===== src/rtl/uart_pkg.sv =====
// Shared UART definitions: receiver state encoding, frame constants and parity helper.
package uart_pkg;

    localparam int UART_DATA_BITS = 8;

    typedef enum logic [2:0] {
        IDLE,
        START,
        DATA,
        PARITY,
        STOP,
        BREAK
    } rx_state_t;

    // Returns the even-parity bit for a data byte (1 when the byte has an odd number of ones).
    function automatic logic even_parity(input logic [UART_DATA_BITS-1:0] data);
        return ^data;
    endfunction

endpackage


===== src/rtl/sync_fifo.sv =====
// Small synchronous FIFO with registered storage; push while full is accepted only with a same-cycle pop.
module sync_fifo #(
    parameter int WIDTH = 8,
    parameter int DEPTH = 4
) (
    input  logic                     clk,
    input  logic                     nreset,
    input  logic                     push,
    input  logic [WIDTH-1:0]         push_data,
    input  logic                     pop,
    output logic [WIDTH-1:0]         pop_data,
    output logic                     full,
    output logic                     empty,
    output logic [$clog2(DEPTH):0]   level
);

    localparam int AW = $clog2(DEPTH);

    logic [WIDTH-1:0] mem_q [DEPTH];
    logic [WIDTH-1:0] mem_d [DEPTH];
    logic [AW-1:0]    wr_ptr_q, wr_ptr_d;
    logic [AW-1:0]    rd_ptr_q, rd_ptr_d;
    logic [AW:0]      level_q, level_d;
    logic             do_push;
    logic             do_pop;

    assign full     = (int'(level_q) == DEPTH);
    assign empty    = (level_q == '0);
    assign level    = level_q;
    assign pop_data = mem_q[rd_ptr_q];

    // Next-state for storage, pointers and fill level; pointers wrap naturally at DEPTH.
    always_comb begin
        mem_d    = mem_q;
        wr_ptr_d = wr_ptr_q;
        rd_ptr_d = rd_ptr_q;
        level_d  = level_q;
        do_pop   = pop && !empty;
        do_push  = push && (!full || do_pop);
        if (do_push) begin
            mem_d[wr_ptr_q] = push_data;
            wr_ptr_d        = wr_ptr_q + 1'b1;
        end
        if (do_pop) begin
            rd_ptr_d = rd_ptr_q + 1'b1;
        end
        if (do_push && !do_pop) begin
            level_d = level_q + 1'b1;
        end else if (do_pop && !do_push) begin
            level_d = level_q - 1'b1;
        end
    end

    // Storage and pointer registers; storage is cleared so the head reads zero after reset.
    always_ff @(posedge clk) begin
        if (!nreset) begin
            for (int i = 0; i < DEPTH; i++) begin
                mem_q[i] <= '0;
            end
            wr_ptr_q <= '0;
            rd_ptr_q <= '0;
            level_q  <= '0;
        end else begin
            mem_q    <= mem_d;
            wr_ptr_q <= wr_ptr_d;
            rd_ptr_q <= rd_ptr_d;
            level_q  <= level_d;
        end
    end

endmodule


===== src/rtl/uart_rx_8e1.sv =====
// 8E1 UART receiver: two-flop input synchronizer, mid-bit sampling FSM, receive FIFO and sticky error flags.
module uart_rx_8e1
    import uart_pkg::*;
#(
    parameter int FIFO_DEPTH = 4,
    parameter int DIV_WIDTH  = 16
) (
    input  logic                          io_clk,
    input  logic                          io_nreset,
    input  logic [DIV_WIDTH-1:0]          divisor,
    input  logic                          rx,
    output logic [7:0]                    rx_data,
    output logic                          rx_valid,
    input  logic                          rx_ready,
    output logic                          parity_err,
    output logic                          frame_err,
    output logic                          overrun,
    input  logic                          clear_err,
    output logic [$clog2(FIFO_DEPTH):0]   fifo_level
);

    localparam int IDX_W = $clog2(UART_DATA_BITS);

    rx_state_t                 state_q, state_d;
    logic                      sync1_q, sync1_d;
    logic                      sync2_q, sync2_d;
    logic [DIV_WIDTH-1:0]      cnt_q, cnt_d;
    logic [IDX_W-1:0]          idx_q, idx_d;
    logic [UART_DATA_BITS-1:0] shift_q, shift_d;
    logic                      perr_q, perr_d;
    logic                      parity_err_q, parity_err_d;
    logic                      frame_err_q, frame_err_d;
    logic                      overrun_q, overrun_d;

    logic rs;
    logic push_req;
    logic parity_set;
    logic frame_set;
    logic overrun_set;
    logic fifo_full;
    logic fifo_empty;

    assign rs         = sync2_q;
    assign rx_valid   = !fifo_empty;
    assign parity_err = parity_err_q;
    assign frame_err  = frame_err_q;
    assign overrun    = overrun_q;

    sync_fifo #(
        .WIDTH (UART_DATA_BITS),
        .DEPTH (FIFO_DEPTH)
    ) u_fifo (
        .clk       (io_clk),
        .nreset    (io_nreset),
        .push      (push_req),
        .push_data (shift_q),
        .pop       (rx_ready),
        .pop_data  (rx_data),
        .full      (fifo_full),
        .empty     (fifo_empty),
        .level     (fifo_level)
    );

    // Frame FSM, bit timer and sticky flag update; a set in the same cycle as clear_err wins.
    always_comb begin
        sync1_d     = rx;
        sync2_d     = sync1_q;
        state_d     = state_q;
        cnt_d       = cnt_q;
        idx_d       = idx_q;
        shift_d     = shift_q;
        perr_d      = perr_q;
        push_req    = 1'b0;
        parity_set  = 1'b0;
        frame_set   = 1'b0;

        if (cnt_q != '0) begin
            cnt_d = cnt_q - 1'b1;
        end

        case (state_q)
            IDLE: begin
                if (!rs) begin
                    cnt_d   = divisor >> 1;
                    state_d = START;
                end
            end
            START: begin
                if (cnt_q == '0) begin
                    if (!rs) begin
                        cnt_d   = divisor;
                        idx_d   = '0;
                        state_d = DATA;
                    end else begin
                        state_d = IDLE;
                    end
                end
            end
            DATA: begin
                if (cnt_q == '0) begin
                    shift_d[idx_q] = rs;
                    cnt_d          = divisor;
                    if (idx_q == IDX_W'(UART_DATA_BITS - 1)) begin
                        state_d = PARITY;
                    end else begin
                        idx_d = idx_q + 1'b1;
                    end
                end
            end
            PARITY: begin
                if (cnt_q == '0) begin
                    perr_d  = rs ^ even_parity(shift_q);
                    cnt_d   = divisor;
                    state_d = STOP;
                end
            end
            STOP: begin
                if (cnt_q == '0) begin
                    if (rs) begin
                        push_req   = 1'b1;
                        parity_set = perr_q;
                        state_d    = IDLE;
                    end else begin
                        frame_set = 1'b1;
                        state_d   = BREAK;
                    end
                end
            end
            BREAK: begin
                if (rs) begin
                    state_d = IDLE;
                end
            end
            default: begin
                state_d = IDLE;
            end
        endcase

        overrun_set  = push_req && fifo_full && !rx_ready;
        parity_err_d = (parity_err_q && !clear_err) || parity_set;
        frame_err_d  = (frame_err_q && !clear_err) || frame_set;
        overrun_d    = (overrun_q && !clear_err) || overrun_set;
    end

    // State, timer, synchronizer and flag registers; synchronizer resets to the idle line level.
    always_ff @(posedge io_clk) begin
        if (!io_nreset) begin
            state_q      <= IDLE;
            sync1_q      <= 1'b1;
            sync2_q      <= 1'b1;
            cnt_q        <= '0;
            idx_q        <= '0;
            shift_q      <= '0;
            perr_q       <= 1'b0;
            parity_err_q <= 1'b0;
            frame_err_q  <= 1'b0;
            overrun_q    <= 1'b0;
        end else begin
            state_q      <= state_d;
            sync1_q      <= sync1_d;
            sync2_q      <= sync2_d;
            cnt_q        <= cnt_d;
            idx_q        <= idx_d;
            shift_q      <= shift_d;
            perr_q       <= perr_d;
            parity_err_q <= parity_err_d;
            frame_err_q  <= frame_err_d;
            overrun_q    <= overrun_d;
        end
    end

endmodule


===== config.mk =====
export PLATFORM = sky130hd
export DESIGN_NAME = uart_rx_8e1
export DESIGN_NICKNAME = d
export VERILOG_FILES = /design/src/rtl/uart_pkg.sv /design/src/rtl/sync_fifo.sv /design/src/rtl/uart_rx_8e1.sv
export SDC_FILE = /design/constraint.sdc
export NUM_CORES = 1
export LEC_CHECK = 0
export CAP_MARGIN = 25
export CORE_ASPECT_RATIO = 0.8
export CORE_MARGIN = 1
export CORE_UTILIZATION = 39
export CTS_CLUSTER_SIZE = 8
export DETAILED_ROUTE_END_ITERATION = 6
export GPL_TIMING_DRIVEN = 0
export SYNTH_ARGS = -nofsm -noshare
export SYNTH_HDL_FRONTEND = slang
export SYNTH_HIERARCHICAL = 1
export SYNTH_SLANG_ARGS = --single-unit

===== constraint.sdc =====
create_clock -name io_clk -period 6.4 [get_ports io_clk]
set_input_delay 0.64 -clock io_clk [delete_from_list [all_inputs] [get_ports io_clk]]
set_output_delay 0.64 -clock io_clk [all_outputs]
set_load 0.01 [all_outputs]

### Word-level counts from Yosys, hierarchy flattened

Cells that the tools add are included.

| operators by class | value |
|---|---|
| add/subtract/negate cells | 6 |
| multipliers | 0 |
| divide/modulo/power cells | 0 |
| order comparisons | 5 |
| equal/unequal tests | 16 |
| shift-type cells | 0 |
| mux-type cells | 41 |
| bitwise logic cells | 3 |
| reductions and logical operators | 33 |

Operators by type and width:

| kind | count |
|---|---|
| two-way mux 16 bit | 5 |
| case mux 16 bit (3 select lines) | 1 |
| two-way mux 3 bit | 14 |
| bitwise mux 32 bit | 1 |
| two-way mux 8 bit | 3 |
| != test 2 bit (second input constant) | 9 |
| case mux 3 bit (6 select lines) | 1 |
| binary-select mux 8 bit (select 2 bit) | 1 |
| demux 8 bit (select 2 bit) | 1 |
| zero test 16 bit | 1 |
| nonzero test 16 bit | 1 |
| subtractor 16 x 1 -> 16 bit (second input constant) | 1 |
| equality test 3 bit (second input constant) | 4 |
| logical AND 1 bit | 11 |
| two-way mux 1 bit | 10 |
| bitwise mux 8 bit | 1 |
| parity 8 bit | 1 |
| AND reduction 7 bit | 1 |
| adder 3 x 1 -> 3 bit (second input constant) | 2 |
| equality test 3 x 2 -> 1 bit (second input constant) | 2 |
| greater-or-equal comparator 3 bit (second input constant) | 2 |
| zero test 1 bit | 6 |
| zero test 3 bit | 2 |
| inverter 2 -> 3 bit | 2 |
| 15 further kinds | 21 |

| word-level totals | value |
|---|---|
| bits in registers | 75 |
| bits in latches | 0 |
| RAM bits | 0 |
| bits in read-only memories | 0 |
| output and inout port bits | 15 |
| logic and storage cells | 121 |
| memories kept | 0 |

### Longest topological paths before layout

| depth | value |
|---|---|
| depth in word-level cells | 9 |
| gate-level depth with buffers | 14 |
| depth with buffers taken out | 13 |

### Hierarchy

The synthesis kept the hierarchy.

Modules (own cells, without submodules):

| module | instances | cells each | area an instance (µm²) | seq. area each (µm²) |
|---|---|---|---|---|
| uart_rx_8e1 | 1 | 344 | 2621.3 | 720.7 |
| sync_fifo | 1 | 168 | 1779.2 | 780.7 |

### Worst setup path before layout

Ideal clock, no wire load.

| timing | value |
|---|---|
| kind | register to register |
| from | register cnt_q[8] |
| to | register u_fifo.level_q[2] (netlist: u_fifo/level[2]) |
| library setup time | 76 ps |
| arrival | 3156 ps |
| required time | 6324 ps |
| path slack | 3169 ps |
| stages on the path, launching flop included | 13 |
| path through | dfxtp_1 or3_4 or3_4 buf_6 nor3_1 and3_1 nor2b_1 ha_1 inv_1 fa_1 xor2_1 or3_1 a21boi_0 |

| on the way | value |
|---|---|
| word-level cells in the longest chain between the ends | 7 |
| elaborated cells between the ends (all ways) | 9 |
| classes of those cells | mux: 3; reduce/logical: 6 |

RTL lines:

| item | line | RTL |
|---|---|---|
| start, declared | uart_rx_8e1.sv:27 | `logic [DIV_WIDTH-1:0] cnt_q, cnt_d;` |
| start signal, assigned | uart_rx_8e1.sv:162 | `cnt_q <= cnt_d;` |
| zero test 16 bit (*) | uart_rx_8e1.sv:118 | `if (cnt_q == '0) begin` |
| two-way mux 1 bit (*) | uart_rx_8e1.sv:118 |  |
| two-way mux 1 bit (*) | uart_rx_8e1.sv:81 | `case (state_q)` |
| net push_req | uart_rx_8e1.sv:36 | `logic push_req;` |
| logical AND 1 bit (*) | sync_fifo.sv:39 | `do_push = push && (!full \|\| do_pop);` |
| net u_fifo.do_push | sync_fifo.sv:24 | `logic do_push;` |
| zero test 1 bit | sync_fifo.sv:49 | `end else if (do_pop && !do_push) begin` |
| logical AND 1 bit | sync_fifo.sv:49 |  |
| nonzero test 2 bit (no source line) | n/a |  |
| end signal, assigned | sync_fifo.sv:67 | `level_q <= level_d;` |
| end, declared | sync_fifo.sv:23 | `logic [AW:0] level_q, level_d;` |

Mark *: on every way through the listed nets, which the timed path passes. The rest lies on a longest branch.
A chain may end at the register's enable or synchronous reset.

### Worst setup path in the final report

| timing | value |
|---|---|
| from | register cnt_q[0] |
| to | register u_fifo.level_q[2] (netlist: u_fifo/level[2]) |

The elaborated chain is that of the path after synthesis.

==> impl_metrics.tcl <==
set metrics [dict create \
    io_pins 36 \
    overflow 0 \
    post_cts_buffers 0 \
    critPathRequiredTime_ns 6.67 \
    hpwl_um 9450 \
    use_met1 0.3393 \
    r2r_slack_ns 2.52 \
    htreeDepth 3 \
    clkLatencyLatePin_ns 0.34 \
    power.density_nw_per_um2 348.5 \
    async_flop_share 0 \
    drv_cap 0 \
    final.setup.worst_slack_ns 2.523 \
    dominantRegCellSynth "dfxtp_1" \
    syn_area_um2 4400 \
    hold_start "sync1_q" \
    grtUsageMet2 0.3302 \
    ys_top_cells_by_count "dfxtp_1, nand2_1, mux2i_1" \
    gp_congestion 0.9484 \
    critical_path.max_stage_delay_ns 0.41 \
    wire_per_inst_um 18.84 \
    finalSetupViolations 0 \
    wirelength_um 13300 \
    yosysTopAreaCellShare 0.3412 \
    worst_setup_path_end_kind "register" \
    start_util 0.4025 \
    max_freq_ghz 0.2579 \
    worstSetupStartpointType "register" \
    grt_antenna_before_repair 0 \
    nNetsFinal 587 \
    rsz0062_at_grt "no" \
    gr-max-usage-layer "met1" \
    synth_seq_cells 75 \
    crit_family "simple AND/OR/NAND/NOR gates" \
    pre_cts_slack_ns 2.649 \
    period_share 0.6058 \
    cts_root_buf "clkbuf_16" \
    setup_tns_ns 0 \
    status "completed" \
    place_inst 690 \
    antenna_left 0 \
    slew_headroom 0.3643 \
    hold_viol 0 \
    nFillCells 1064 \
    synth.distinct_cells 65 \
    grt_pass1_vias 3971 \
    clock_sinks 75 \
    syn_nets 542 \
    vias 4190 \
    syn-mean-instance-area_um2 8.595 \
    reg2reg_from "cnt_q[0]" \
    reg2reg_depth 14 \
    drtPass1Iterations 6 \
    worstPathMaxFanout 8 \
    ctsHoldBuffers 0 \
    drive_gt1_frac 0.08363 \
    routed_via_density 5.935 \
    slowest_stage "nor2b_1" \
    coreArea_um2 10930 \
    grt_pass1_wl_um 21060 \
    drc 0 \
    netlist_top_cells_area "dfxtp_1, mux2i_1, nand2_1, mux4_2, xnor2_1" \
    die_area_um2 11710 \
    ys_seq_area_frac 0.3412 \
    ctsResizeCount 0 \
    crit_buf_inv 3 \
    grt_max_degree 17 \
    r2r-end "u_fifo/level[2]" \
    synth_cells 512 \
    hold_depth 1 \
    diodes 0 \
    die_h_um 97.01 \
    yosysWarnings 6 \
    drt_iter0_drc 415 \
    cts_buffer_depth 2 \
    vdd_ir_drop_max_mv 0.1807 \
    cts_tree "done" \
    cts_made_buffers 9 \
    syn_to_final_growth_pct 18.40 \
    hold_class "reg -> reg" \
    period_needed_ns 3.877 \
    synthMostInstantiatedCell "dfxtp_1" \
    io_buffers 34 \
    yosys.area.top_type "dfxtp_1" \
    whs_endpoint "rs" \
    path_class "reg -> reg" \
    grt_usage 0.2338 \
    tightest_slew_ns 0.9448 \
    path_cells "inv_1 -> ha_1 -> nor2b_1 -> clkbuf_1 -> nand2_1 -> nor3_1 -> and3_1 -> nor2b_1 -> ha_1 -> inv_1 -> fa_1 -> xor2_1 -> or3_1 -> a21boi_0" \
    die_w_um 120.8 \
    core.rowCount 34 \
    arrival_ns 4.15 \
    skew_ns 0.008730 \
    met3_usage 0.06368 \
    synth_edf_count 0 \
    leakagePower_nw 1.787 \
    finalMaxSlewViolations 0 \
    layoutNonFillerInstCount 706 \
    clk_pin_slew_worst_paths_ns 0.06 \
]
routing by layer:
layer  wire length [um]  vias up
li1                   -     1945
met1               6298     2019
met2               5698      197
met3               1064       29
met4                238        0
met5                  0        -
registers in the layout, summed over array words and instances (netlist names):
register	cells
rs	1
parity_err	1
shift_q	8
perr_q	1
u_fifo/rd_ptr_q	2
idx_q	3
cnt_q	16
u_fifo/mem_q	32
u_fifo/level	3
overrun	1
frame_err	1
state_q	3
u_fifo/wr_ptr_q	2
sync1_q	1
power breakdown:
part           total, mW  switching (mW)  internal, mW
Combinational      0.745           0.447         0.298
Clock              0.500           0.228         0.272
Sequential         0.570          0.0564         0.513
worst register-to-register path: cells and delay by family, from the launching register on:
kind | cells | cell delay [ns]
compound gates | 1 | 0.15
xor+xnor | 1 | 0.16
fa+ha+maj | 3 | 0.87
buf+inv | 3 | 0.53
flops | 1 | 0.36
simple gates | 6 | 1.74
area by class of cell:
cell class | instances | area (um^2) | share of cell area
multi-input cells | 386 | 2691 | 0.5166
flip-flops and latches | 75 | 1501 | 0.2882
repair buffers | 34 | 340.3 | 0.06532
clock buffers | 9 | 225.2 | 0.04323
well taps | 144 | 180.2 | 0.03458
plain buffers | 36 | 151.4 | 0.02906
clock inverters | 7 | 63.81 | 0.01225
inverters | 15 | 56.30 | 0.01081
worst max path at each step:
| stage | startpoint | to | slack, ns | depth (start not counted) |
|---|---|---|---|---|
| after global placement | cnt_q[0] | u_fifo/level[2] | 2.73 | 14 |
| after floorplan | cnt_q[8] | u_fifo/level[2] | 3.17 | 12 |
| final | cnt_q[0] | u_fifo/level[2] | 2.52 | 14 |
| after CTS | cnt_q[0] | u_fifo/level[2] | 2.61 | 14 |
| after detailed placement | cnt_q[0] | u_fifo/level[2] | 2.65 | 14 |
| after global routing | cnt_q[0] | u_fifo/level[2] | 2.23 | 14 |
through the flow:
step / instance area [um^2] / hold WS [ns] / utilization / total power [mW]
after floorplan: 4400 / 0.3863 / - / 1.096
after CTS: 5210 / 0.4095 / 0.4765 / 1.803
after global routing: 5210 / 0.4233 / 0.4765 / 1.902
after global placement: 4921 / 0.3888 / 0.4501 / 1.285
after detailed placement: 4921 / 0.3937 / 0.4501 / 1.296
final: 5210 / 0.4063 / 0.4765 / 1.816
kinds of logic after synthesis:
family          Yosys count  share of synthesized area
flops                    75                     0.3412
fa+ha+maj                 9                    0.02730
xor+xnor                 20                    0.03981
compound gates          109                     0.1717
buf+inv                  51                    0.04720
mux                      55                     0.1479
simple gates            193                     0.2249
cells in the final DEF (no fill, tap or decap), types with 4 or more instances in the layout:
cell,synthesis,layout
inv_1,13,13
o32ai_1,4,4
nor3_1,16,16
dfxtp_1,75,75
buf_1,4,4
nor2_2,4,4
a211oi_1,7,7
mux4_2,8,8
clkbuf_16,0,9
mux2i_1,47,47
nand4_1,5,5
nand2_1,70,70
xnor2_1,17,17
inv_6,0,4
nor2b_1,5,5
nor4b_1,4,4
a21oi_1,23,23
nor2_1,39,39
ha_1,8,8
buf_2,4,4
o21ai_0,20,20
nand2b_1,6,6
nor3b_1,4,4
o31ai_1,7,7
a31oi_1,6,6
clkbuf_1,26,26
and2_1,6,6
nand3_1,10,10
a22oi_1,5,5
clkdlybuf4s50_1,0,34
nor4_1,4,4
Note: power is estimated with default switching activity, not from simulation.
